<file path="src/rtl/trig_pkg.sv">
// Shared types and parameter defaults for the trigger sequencer.
// The optional re-arm holdoff is enabled by defining TRIG_HOLDOFF_EN.
package trig_pkg;

  localparam int DEF_N_CH  = 2;
  localparam int DEF_CTR_W = 4;
  localparam int DEF_HO_W  = 8;
  localparam int DEF_PC_W  = 16;

  typedef enum logic {
    ST_ARMED   = 1'b0,
    ST_BLOCKED = 1'b1
  } gate_state_t;

endpackage

</file>
<file path="src/rtl/sync_bit.sv">
// Two-flop synchroniser of parametrised width with asynchronous active-high reset.
// Multi-bit use is only for quasi-static configuration buses.
module sync_bit #(
  parameter int W = 1
) (
  input  logic         clk,
  input  logic         rst,
  input  logic [W-1:0] d,
  output logic [W-1:0] q
);

  logic [W-1:0] meta;

  always_ff @(posedge clk or posedge rst) begin
    if (rst) begin
      meta <= '0;
      q    <= '0;
    end else begin
      meta <= d;
      q    <= meta;
    end
  end

endmodule

</file>
<file path="src/rtl/trig_sequencer.sv">
// Trigger sequencer: divides a trigger stream into phases and fans it out per channel,
// with DAQ-ready blocking. Define TRIG_HOLDOFF_EN to enable the re-arm holdoff.
module trig_sequencer
  import trig_pkg::*;
#(
  parameter int N_CH  = DEF_N_CH,
  parameter int CTR_W = DEF_CTR_W,
  parameter int HO_W  = DEF_HO_W,
  parameter int PC_W  = DEF_PC_W
) (
  input  logic                  clk,
  input  logic                  rst,
  input  logic                  trig_ext,
  input  logic                  trig_int,
  input  logic                  trig_int_en,
  input  logic                  run,
  input  logic                  trig_rdy,
  input  logic                  trig_blk,
  input  logic                  empty_trig_blk,
  input  logic [CTR_W-1:0]      trig_max_cnt,
  input  logic [N_CH*CTR_W-1:0] trig_seq_sel,
  input  logic [HO_W-1:0]       holdoff,
  input  logic                  pulse_ctr_rst,
  output logic [N_CH-1:0]       trig_out,
  output logic [N_CH-1:0]       trig_strb,
  output logic [CTR_W-1:0]      phase,
  output logic [PC_W-1:0]       pulse_ctr,
  output logic                  pile_up
);

  logic                  ext_iob;
  logic                  ext_s;
  logic                  int_en_s;
  logic                  run_s;
  logic                  rdy_s;
  logic                  blk_s;
  logic                  empty_s;
  logic                  pc_rst_s;
  logic [CTR_W-1:0]      max_s;
  logic [N_CH*CTR_W-1:0] sel_s;

  logic                  src;
  logic                  src_prev;
  logic                  src_rise;
  logic                  accept;
  logic                  edge_q;
  logic                  rdy_prev;
  logic                  rdy_rise;
  logic                  gate_open;
  logic [N_CH-1:0]       hit;
  logic [N_CH-1:0]       out_next;
  gate_state_t           state;

  // Input register in the pad ring ahead of the external trigger synchroniser.
  always_ff @(posedge clk or posedge rst) begin
    if (rst) ext_iob <= 1'b0;
    else     ext_iob <= trig_ext;
  end

  sync_bit #(.W(1))          u_sync_ext    (.clk(clk), .rst(rst), .d(ext_iob),        .q(ext_s));
  sync_bit #(.W(1))          u_sync_int_en (.clk(clk), .rst(rst), .d(trig_int_en),    .q(int_en_s));
  sync_bit #(.W(1))          u_sync_run    (.clk(clk), .rst(rst), .d(run),            .q(run_s));
  sync_bit #(.W(1))          u_sync_rdy    (.clk(clk), .rst(rst), .d(trig_rdy),       .q(rdy_s));
  sync_bit #(.W(1))          u_sync_blk    (.clk(clk), .rst(rst), .d(trig_blk),       .q(blk_s));
  sync_bit #(.W(1))          u_sync_empty  (.clk(clk), .rst(rst), .d(empty_trig_blk), .q(empty_s));
  sync_bit #(.W(1))          u_sync_pc_rst (.clk(clk), .rst(rst), .d(pulse_ctr_rst),  .q(pc_rst_s));
  sync_bit #(.W(CTR_W))      u_sync_max    (.clk(clk), .rst(rst), .d(trig_max_cnt),   .q(max_s));
  sync_bit #(.W(N_CH*CTR_W)) u_sync_sel    (.clk(clk), .rst(rst), .d(trig_seq_sel),   .q(sel_s));

  assign src      = int_en_s ? trig_int : ext_s;
  assign src_rise = src & ~src_prev;
  assign rdy_rise = rdy_s & ~rdy_prev;

`ifdef TRIG_HOLDOFF_EN
  logic [HO_W-1:0] ho_s;
  logic [HO_W-1:0] ho_cnt;

  sync_bit #(.W(HO_W)) u_sync_ho (.clk(clk), .rst(rst), .d(holdoff), .q(ho_s));

  // Edges are dropped while the counter drains; a zero holdoff never blocks.
  assign accept = src_rise & (ho_cnt == '0);

  always_ff @(posedge clk or posedge rst) begin
    if (rst)                 ho_cnt <= '0;
    else if (accept)         ho_cnt <= ho_s;
    else if (ho_cnt != '0)   ho_cnt <= ho_cnt - 1'b1;
  end
`else
  logic holdoff_unused;
  assign holdoff_unused = ^holdoff;
  assign accept         = src_rise;
`endif

  always_comb begin
    hit = '0;
    for (int i = 0; i < N_CH; i++) begin
      hit[i] = (phase == sel_s[i*CTR_W +: CTR_W]);
    end
    out_next = empty_s ? hit : '1;
  end

  assign gate_open = (state == ST_ARMED) && run_s;

  always_ff @(posedge clk or posedge rst) begin
    if (rst) begin
      src_prev  <= 1'b0;
      rdy_prev  <= 1'b0;
      edge_q    <= 1'b0;
      trig_out  <= '0;
      trig_strb <= '0;
      phase     <= '0;
      pulse_ctr <= '0;
      pile_up   <= 1'b0;
      state     <= ST_ARMED;
    end else begin
      src_prev  <= src;
      rdy_prev  <= rdy_s;
      edge_q    <= accept;
      trig_out  <= (edge_q && gate_open) ? out_next : '0;
      trig_strb <= (edge_q && gate_open) ? hit : '0;

      // Compare against the live terminal count so a lowered value wraps at once.
      if (edge_q) begin
        phase   <= (phase >= max_s) ? '0 : phase + 1'b1;
        pile_up <= ~rdy_s;
      end

      if (pc_rst_s)    pulse_ctr <= '0;
      else if (edge_q) pulse_ctr <= pulse_ctr + 1'b1;

      // A ready edge in the same cycle as a blocking trigger keeps the gate open.
      case (state)
        ST_ARMED:   if (!rdy_rise && (|trig_out) && blk_s) state <= ST_BLOCKED;
        ST_BLOCKED: if (rdy_rise) state <= ST_ARMED;
      endcase
    end
  end

endmodule

</file>
<file path="config.mk">
export PLATFORM = sky130hd
export DESIGN_NAME = trig_sequencer
export DESIGN_NICKNAME = d
export VERILOG_FILES = /design/src/rtl/trig_pkg.sv /design/src/rtl/sync_bit.sv /design/src/rtl/trig_sequencer.sv
export SDC_FILE = /design/constraint.sdc
export NUM_CORES = 1
export LEC_CHECK = 0
export BUFFER_PORTS_ARGS = -buffer_cell sky130_fd_sc_hd__clkbuf_2
export CORE_MARGIN = 4
export CORE_UTILIZATION = 40
export DETAILED_ROUTE_END_ITERATION = 8
export GPL_TIMING_DRIVEN = 0
export PLACE_DENSITY = 0.73
export SYNTH_ARGS = -nofsm -noshare
export SYNTH_HDL_FRONTEND = slang
export SYNTH_SLANG_ARGS = --single-unit
</file>
<file path="constraint.sdc">
create_clock -name clk -period 3.7 [get_ports clk]
set_input_delay 0.185 -clock clk [delete_from_list [all_inputs] [get_ports clk]]
set_output_delay 0.185 -clock clk [all_outputs]
set_load 0.05 [all_outputs]
</file>
==> metrics, run 1 <==
die outline width 85.98 um; critical path start-end classification register to register; Fillers 510; Final ANT Viol Nets 0; Initial DRT Pass Iterations 4; final total negative setup slack 0 ps; Setup Buffers After CTS 0; number of failing setup endpoints in the final timing report 0; final RePlAce weighted congestion 0.7634; routed len/inst 12.29 um; met2 track utilization from global routing 0.1801; Initial DRC Count 84; final cycle utilization of the critical path 0.5468; launch point of the worst reg-to-reg path phase[0]; maximum VDD drop 0.3080 mV; Final Skew 11.37 ps; Remaining DRCs 0; number of antenna violations at the first check in global routing 0; end of the worst register-to-register path phase[2]; Final Total Pwr 1.879 mW; launching element type of the critical path register; final standard cell count with taps included and fillers excluded 341; r2r worst-path depth 6; unrepaired setup endpoints after global routing false; Cell Chain, Critical Path inv_1 > ha_1 > o21ai_0 > a211oi_1 > o21ai_0 > a21o_1; Largest stage delay, worst path 560 ps; via count of the first global-routing pass 1,437; Worst-path clk slew 80 ps; count of instances resized after the clock tree is built 0; Max FO, Critical Path 6; largest net degree at the start of global routing 44; wire length of the first global-routing pass 6934 um; Post-Synthesis Cells 183; GRT met1 Usage 0.1682; cell at the root of the clock tree sky130_fd_sc_hd__clkbuf_8; total wire length after detailed routing 4191 um; multi-input logic area 676.9 um2; slack of the worst reg-to-reg path 1680 ps; power per unit of standard cell area 584.3 nW/um2; Synth Cell Area 2432 um2; total gr overflow 0; core area 5921 um2; grt met3 use 0.04707; Clock Tree Buf Depth 2; most frequent cells in the layout sky130_fd_sc_hd__dfrtp_1, sky130_fd_sc_hd__clkbuf_2, sky130_fd_sc_hd__dlygate4sd3_1; count of standard-cell rows 28; post-detailed-placement half-perimeter wirelength 2766 um; family with the most delay on the worst path compound AO/OA/AOI/OAI gates; clock latency of the later-clocked register in the worst-skew pair 350 ps; quantity of I/O buffers inserted on ports 46; Max transition margin 0.5586; buffers and inverters on the worst path 1; starting density of the core 0.4108; full die area 7393 um2; arrival time worst endpoint 2260 ps; final layout net count 297; Die Span Y 85.98 um; global-route usage over all layers 0.1270; share of the yosys chip area belonging to registers 0.6996; end point of the critical path phase[2]; class of the worst hold path input pin to register; hold violation total from the final report 0; pins over their slew limit 0; share of layout cells above drive strength 1 0.2556; total via count after detailed routing 1,539; H-tree levels 3; critical path required time 3930 ps; cell with the biggest individual delay on the critical path sky130_fd_sc_hd__a211oi_1; number of gates on the worst path with buffers counted 6; layout-stage area growth over the synthesis result 32.20%; synthesized flop and latch total 68; WHS 125.5 ps; Inserted Clock Buffers 9; sort of element at the end of the critical path register; CTS tree yes; Unique masters post-synth 30; per-cell via count in the routed design 4.513; status completed; placed instance count 305; post-layout minimum cycle time 2023 ps; worst setup path startpoint phase[0]; most congested layer reported by global routing met2; transition time of the tightest slew-check pin 658.2 ps; io pins 55; most common library cell in the layout ignoring fill and taps sky130_fd_sc_hd__dfrtp_1; nets in the synthesized netlist 219; Achievable Freq 494.2 MHz; Mapped Avg Cell Area 13.29 um2; Leak Pwr 1.522 nW; final antenna diode count 0; max-cap violations 0; number of sinks driven by the clock tree 68; most used cell along the critical path sky130_fd_sc_hd__o21ai_0; sequential standard cell area 1702 um2; Yosys warnings 0
[Yosys cell counts]
| library cell | n | area [um2] |
|---|---|---|
| sky130_fd_sc_hd__mux2i_1 | 2 | 20.02 |
| sky130_fd_sc_hd__clkbuf_1 | 1 | 3.750 |
| sky130_fd_sc_hd__buf_2 | 1 | 5.000 |
| sky130_fd_sc_hd__nand4_1 | 4 | 25.02 |
| sky130_fd_sc_hd__mux2_2 | 1 | 11.26 |
| sky130_fd_sc_hd__nor4bb_1 | 1 | 10.01 |
| sky130_fd_sc_hd__nor2b_1 | 3 | 18.77 |
| sky130_fd_sc_hd__ha_1 | 6 | 75.07 |
| sky130_fd_sc_hd__xor2_1 | 3 | 26.28 |
| sky130_fd_sc_hd__a21oi_1 | 8 | 40.04 |
| sky130_fd_sc_hd__and2_1 | 1 | 6.260 |
| sky130_fd_sc_hd__a21o_1 | 2 | 15.01 |
| sky130_fd_sc_hd__nand4_4 | 1 | 21.27 |
| sky130_fd_sc_hd__nand3_2 | 1 | 10.01 |
| sky130_fd_sc_hd__or3_1 | 5 | 31.28 |
| sky130_fd_sc_hd__inv_1 | 11 | 41.29 |
| sky130_fd_sc_hd__dfrtp_1 | 68 | 1702 |
| sky130_fd_sc_hd__nand3_1 | 4 | 20.02 |
| sky130_fd_sc_hd__o21ai_0 | 10 | 50.05 |
| sky130_fd_sc_hd__xnor2_1 | 15 | 131.4 |
| sky130_fd_sc_hd__and3_1 | 1 | 6.260 |
| sky130_fd_sc_hd__nor3_1 | 5 | 25.02 |
| sky130_fd_sc_hd__nand2_1 | 7 | 26.28 |
| sky130_fd_sc_hd__nand3b_1 | 1 | 7.510 |
| sky130_fd_sc_hd__and4_1 | 1 | 8.760 |
| sky130_fd_sc_hd__a211oi_1 | 1 | 7.510 |
| sky130_fd_sc_hd__o22ai_1 | 1 | 6.260 |
| sky130_fd_sc_hd__nor2_1 | 16 | 60.06 |
| sky130_fd_sc_hd__buf_1 | 1 | 3.750 |
| sky130_fd_sc_hd__o211a_4 | 1 | 17.52 |
[through the flow]
step | utilization | instance area (um2) | setup slack, ps
after floorplan | - | 2432 | 1660
after global placement | 0.4656 | 2756 | 1093
after detailed placement | 0.4689 | 2776 | 1731
after CTS | 0.5431 | 3216 | 1677
after global routing | 0.5431 | 3216 | 1598
final | 0.5431 | 3216 | 1677
[logic make-up (layout without fill, tap and decap cells)]
logic type | Yosys count | after routing | share of synthesized area
buf+inv | 14 | 97 | 0.02211
simple gates | 51 | 51 | 0.1137
compound gates | 23 | 23 | 0.05607
xor+xnor | 18 | 18 | 0.06482
mux | 3 | 3 | 0.01286
flops | 68 | 68 | 0.6996
fa+ha+maj | 6 | 6 | 0.03086
[area by class of cell]
| type | count | area share |
|---|---|---|
| Buffer | 3 | 0.003891 |
| Clock buffer | 10 | 0.03969 |
| Clock inverter | 6 | 0.03463 |
| Inverter | 11 | 0.01284 |
| Multi-Input combinational cell | 101 | 0.2105 |
| Sequential cell | 68 | 0.5292 |
| Tap cell | 75 | 0.02918 |
| Timing Repair Buffer | 67 | 0.1401 |
[repair_timing]
action / in CTS / in global routing
hold buffers: 20 / 0
setup endpoints to repair: 0 / 0
endpoints found under the hold margin: 44 / 0
[sequential cells by signal, summed over array words and instances (netlist names), 2 cells and up]
signal / cells
u_sync_max.q: 4
u_sync_max.meta: 4
trig_strb: 2
pulse_ctr: 16
trig_out: 2
u_sync_sel.meta: 8
phase: 4
u_sync_sel.q: 8
[how the worst min path moves through the flow]
| stage | startpoint | end | cells after the start |
|---|---|---|---|
| after CTS | trig_int | src_prev | 2 |
| after global placement | trig_ext | ext_iob | 1 |
| after floorplan | trig_ext | ext_iob | 0 |
| final | trig_int | src_prev | 2 |
| after global routing | trig_int | src_prev | 2 |
| after detailed placement | rst | u_sync_ext.meta | 2 |
[metal layers]
layer,wire length (um),part of all wire
met2,1930,0.46
met5,0,0
met3,225,0.054
met4,107,0.026
met1,1928,0.46
[power breakdown]
| part | total [mW] | internal, mW | switching (mW) | leakage [nW] |
|---|---|---|---|---|
| registers | 0.850 | 0.792 | 0.0575 | 0.846 |
| logic | 0.300 | 0.113 | 0.187 | 0.559 |
| clock network | 0.730 | 0.449 | 0.281 | 0.117 |
Power figures use the tool's default switching activity.
==> run 2: changes to the inputs <==
Settings changed: PLACE_DENSITY 0.73 to 0.75.
Clock period 3.7 ns to 1.76 ns, I/O delays scaled along.
==> metrics, run 2 (same netlist as run 1, synthesis figures left out) <==
final instance area 3259 um2 (was 3216 um2); clock latency of the later-clocked register in the worst-skew pair 340 ps (was 350 ps); critical path required time 2000 ps (was 3930 ps); Worst-path clk slew 80 ps (about the same); total wire length after detailed routing 4113 um (was 4191 um); number of sinks driven by the clock tree 68 (unchanged); most common library cell in the layout ignoring fill and taps sky130_fd_sc_hd__dfrtp_1 (unchanged); unrepaired setup endpoints after global routing false (unchanged); count of standard-cell rows 28 (unchanged); H-tree levels 3 (unchanged); register ranked first by flip-flop count pulse_ctr (unchanged); Final Total Pwr 3.965 mW (was 1.879 mW); Inserted Clock Buffers 9 (unchanged); post-layout utilization of the core 0.5505 (was 0.5431); routed len/inst 11.89 um (was 12.29 um); CTS tree yes (unchanged); status completed (unchanged); critical path start-end classification register to register (unchanged); pins over their slew limit 0 (unchanged); GRT met1 Usage 0.1538 (was 0.1682); maximum VDD drop 0.9235 mV (was 0.3080 mV); most frequent cells in the layout sky130_fd_sc_hd__dfrtp_1, sky130_fd_sc_hd__clkbuf_2, sky130_fd_sc_hd__dlygate4sd3_1 (unchanged); power per unit of standard cell area 1216 nW/um2 (was 584.3 nW/um2); post-detailed-placement half-perimeter wirelength 2730 um (was 2766 um); count of instances resized after the clock tree is built 0 (unchanged); transition time of the tightest slew-check pin 592.6 ps (was 658.2 ps); Die Span Y 85.98 um (unchanged); arrival time worst endpoint 1930 ps (was 2260 ps); full die area 7393 um2 (unchanged); wire length of the first global-routing pass 6699 um (was 6934 um); core area 5921 um2 (unchanged); most congested layer reported by global routing met2 (unchanged); final antenna diode count 0 (unchanged); layout-stage area growth over the synthesis result 34.00% (was 32.20%); Remaining DRCs 0 (unchanged); number of failing setup endpoints in the final timing report 0 (unchanged); per-cell via count in the routed design 4.616 (was 4.513); Achievable Freq 590.4 MHz (was 494.2 MHz); largest net degree at the start of global routing 44 (unchanged); area of placed instances 2789 um2 (was 2776 um2); starting density of the core 0.4108 (unchanged); cell at the root of the clock tree sky130_fd_sc_hd__clkbuf_8 (unchanged); met2 track utilization from global routing 0.1766 (was 0.1801); Max transition margin 0.6041 (was 0.5586); Fillers 492 (was 510); io pins 55 (unchanged); Initial DRT Pass Iterations 4 (unchanged); final total negative setup slack 0 ps (unchanged); total via count after detailed routing 1,597 (was 1,539); sort of element at the end of the critical path register (unchanged); final cycle utilization of the critical path 0.9624 (was 0.5468); Final Skew 5.287 ps (was 11.37 ps); final RePlAce weighted congestion 0.7889 (was 0.7634); Clock Tree Buf Depth 2 (unchanged); via count of the first global-routing pass 1,415 (was 1,437); total gr overflow 0 (unchanged); hold violation total from the final report 0 (unchanged); quantity of I/O buffers inserted on ports 46 (unchanged); share of layout cells above drive strength 1 0.2841 (was 0.2556); max-cap violations 0 (unchanged); max reg flops 16 (unchanged); post-layout minimum cycle time 1694 ps (was 2023 ps); Initial DRC Count 30 (was 84); die outline width 85.98 um (unchanged); launching element type of the critical path register (unchanged); Leak Pwr 1.539 nW (was 1.522 nW); registers with the most flip-flops pulse_ctr x16, u_sync_sel.meta x8, u_sync_sel.q x8 (unchanged); global-route usage over all layers 0.1225 (was 0.1270); class of the worst hold path input pin to asynchronous set/reset pin (was input pin to register); Max FO, Critical Path 7 (was 6); grt met3 use 0.03650 (was 0.04707); final layout net count 302 (was 297); number of antenna violations at the first check in global routing 0 (unchanged); Final ANT Viol Nets 0 (unchanged)
## run 2: report_power, final
| group | leakage (nW) | internal [mW] | switching, mW |
|---|---|---|---|
| sequential | 0.842 | 1.67 | 0.0916 |
| clock | 0.117 | 0.824 | 0.634 |
| combinational | 0.581 | 0.297 | 0.447 |
| total | 1.54 | 2.79 | 1.17 |
## run 2: cell type report
cell class | count | area (um2) | area share
Clock inverter | 7 | 106.4 | 0.03263
Sequential cell | 68 | 1705 | 0.5232
Multi-Input combinational cell | 101 | 681.9 | 0.2092
Timing Repair Buffer | 72 | 490.5 | 0.1505
Buffer | 3 | 12.51 | 0.003839
Clock buffer | 9 | 123.9 | 0.03800
Inverter | 11 | 45.04 | 0.01382
Tap cell | 75 | 93.84 | 0.02879
## run 2: final timing paths
| path | from | endpoint | slack [ps] | cells past startpoint |
|---|---|---|---|---|
| setup / recovery | phase[2] | phase[2] | 70 | 6 |
| hold / removal | rst | pulse_ctr[7] | 340 | 3 |
| setup reg to reg | phase[2] | phase[2] | 70 | 6 |
| hold reg to reg | u_sync_sel.meta[3] | u_sync_sel.q[3] | 350 | 0 |
| max in group asynchronous | rst | rdy_prev | 830 | 4 |
| min in group clk | u_sync_sel.meta[3] | u_sync_sel.q[3] | 350 | 0 |
## run 2: through the flow
step / hold WS, ps / worst slack [ps] / cells
finish: 342.8 / 66.12 / 346
global route: 354.7 / 3.901 / 346
CTS: 340.4 / 24.85 / 342
detailed placement: 170.8 / 33.47 / 305
global placement: 197.5 / 73.46 / 304
floorplan: 119.4 / -7.919 / 183
## run 2: metal layers
layer | wire length, um | vias up
li1 | - | 781
met1 | 1887 | 768
met2 | 1923 | 35
met3 | 169 | 13
met4 | 132 | 0
met5 | 0 | -
## run 2: critical path: stages (launching register included)
cell	delay (ps)
sky130_fd_sc_hd__dfrtp_1	490
sky130_fd_sc_hd__ha_1	340
sky130_fd_sc_hd__nor3_1	50
sky130_fd_sc_hd__a211oi_2	330
sky130_fd_sc_hd__buf_4	180
sky130_fd_sc_hd__nor3_1	40
sky130_fd_sc_hd__a21o_1	160
## run 2: repair_timing
action,CTS,global route
buffers inserted,0,4
setup endpoints to repair,0,2
hold buffers,21,0
hold endpoints to repair,45,0
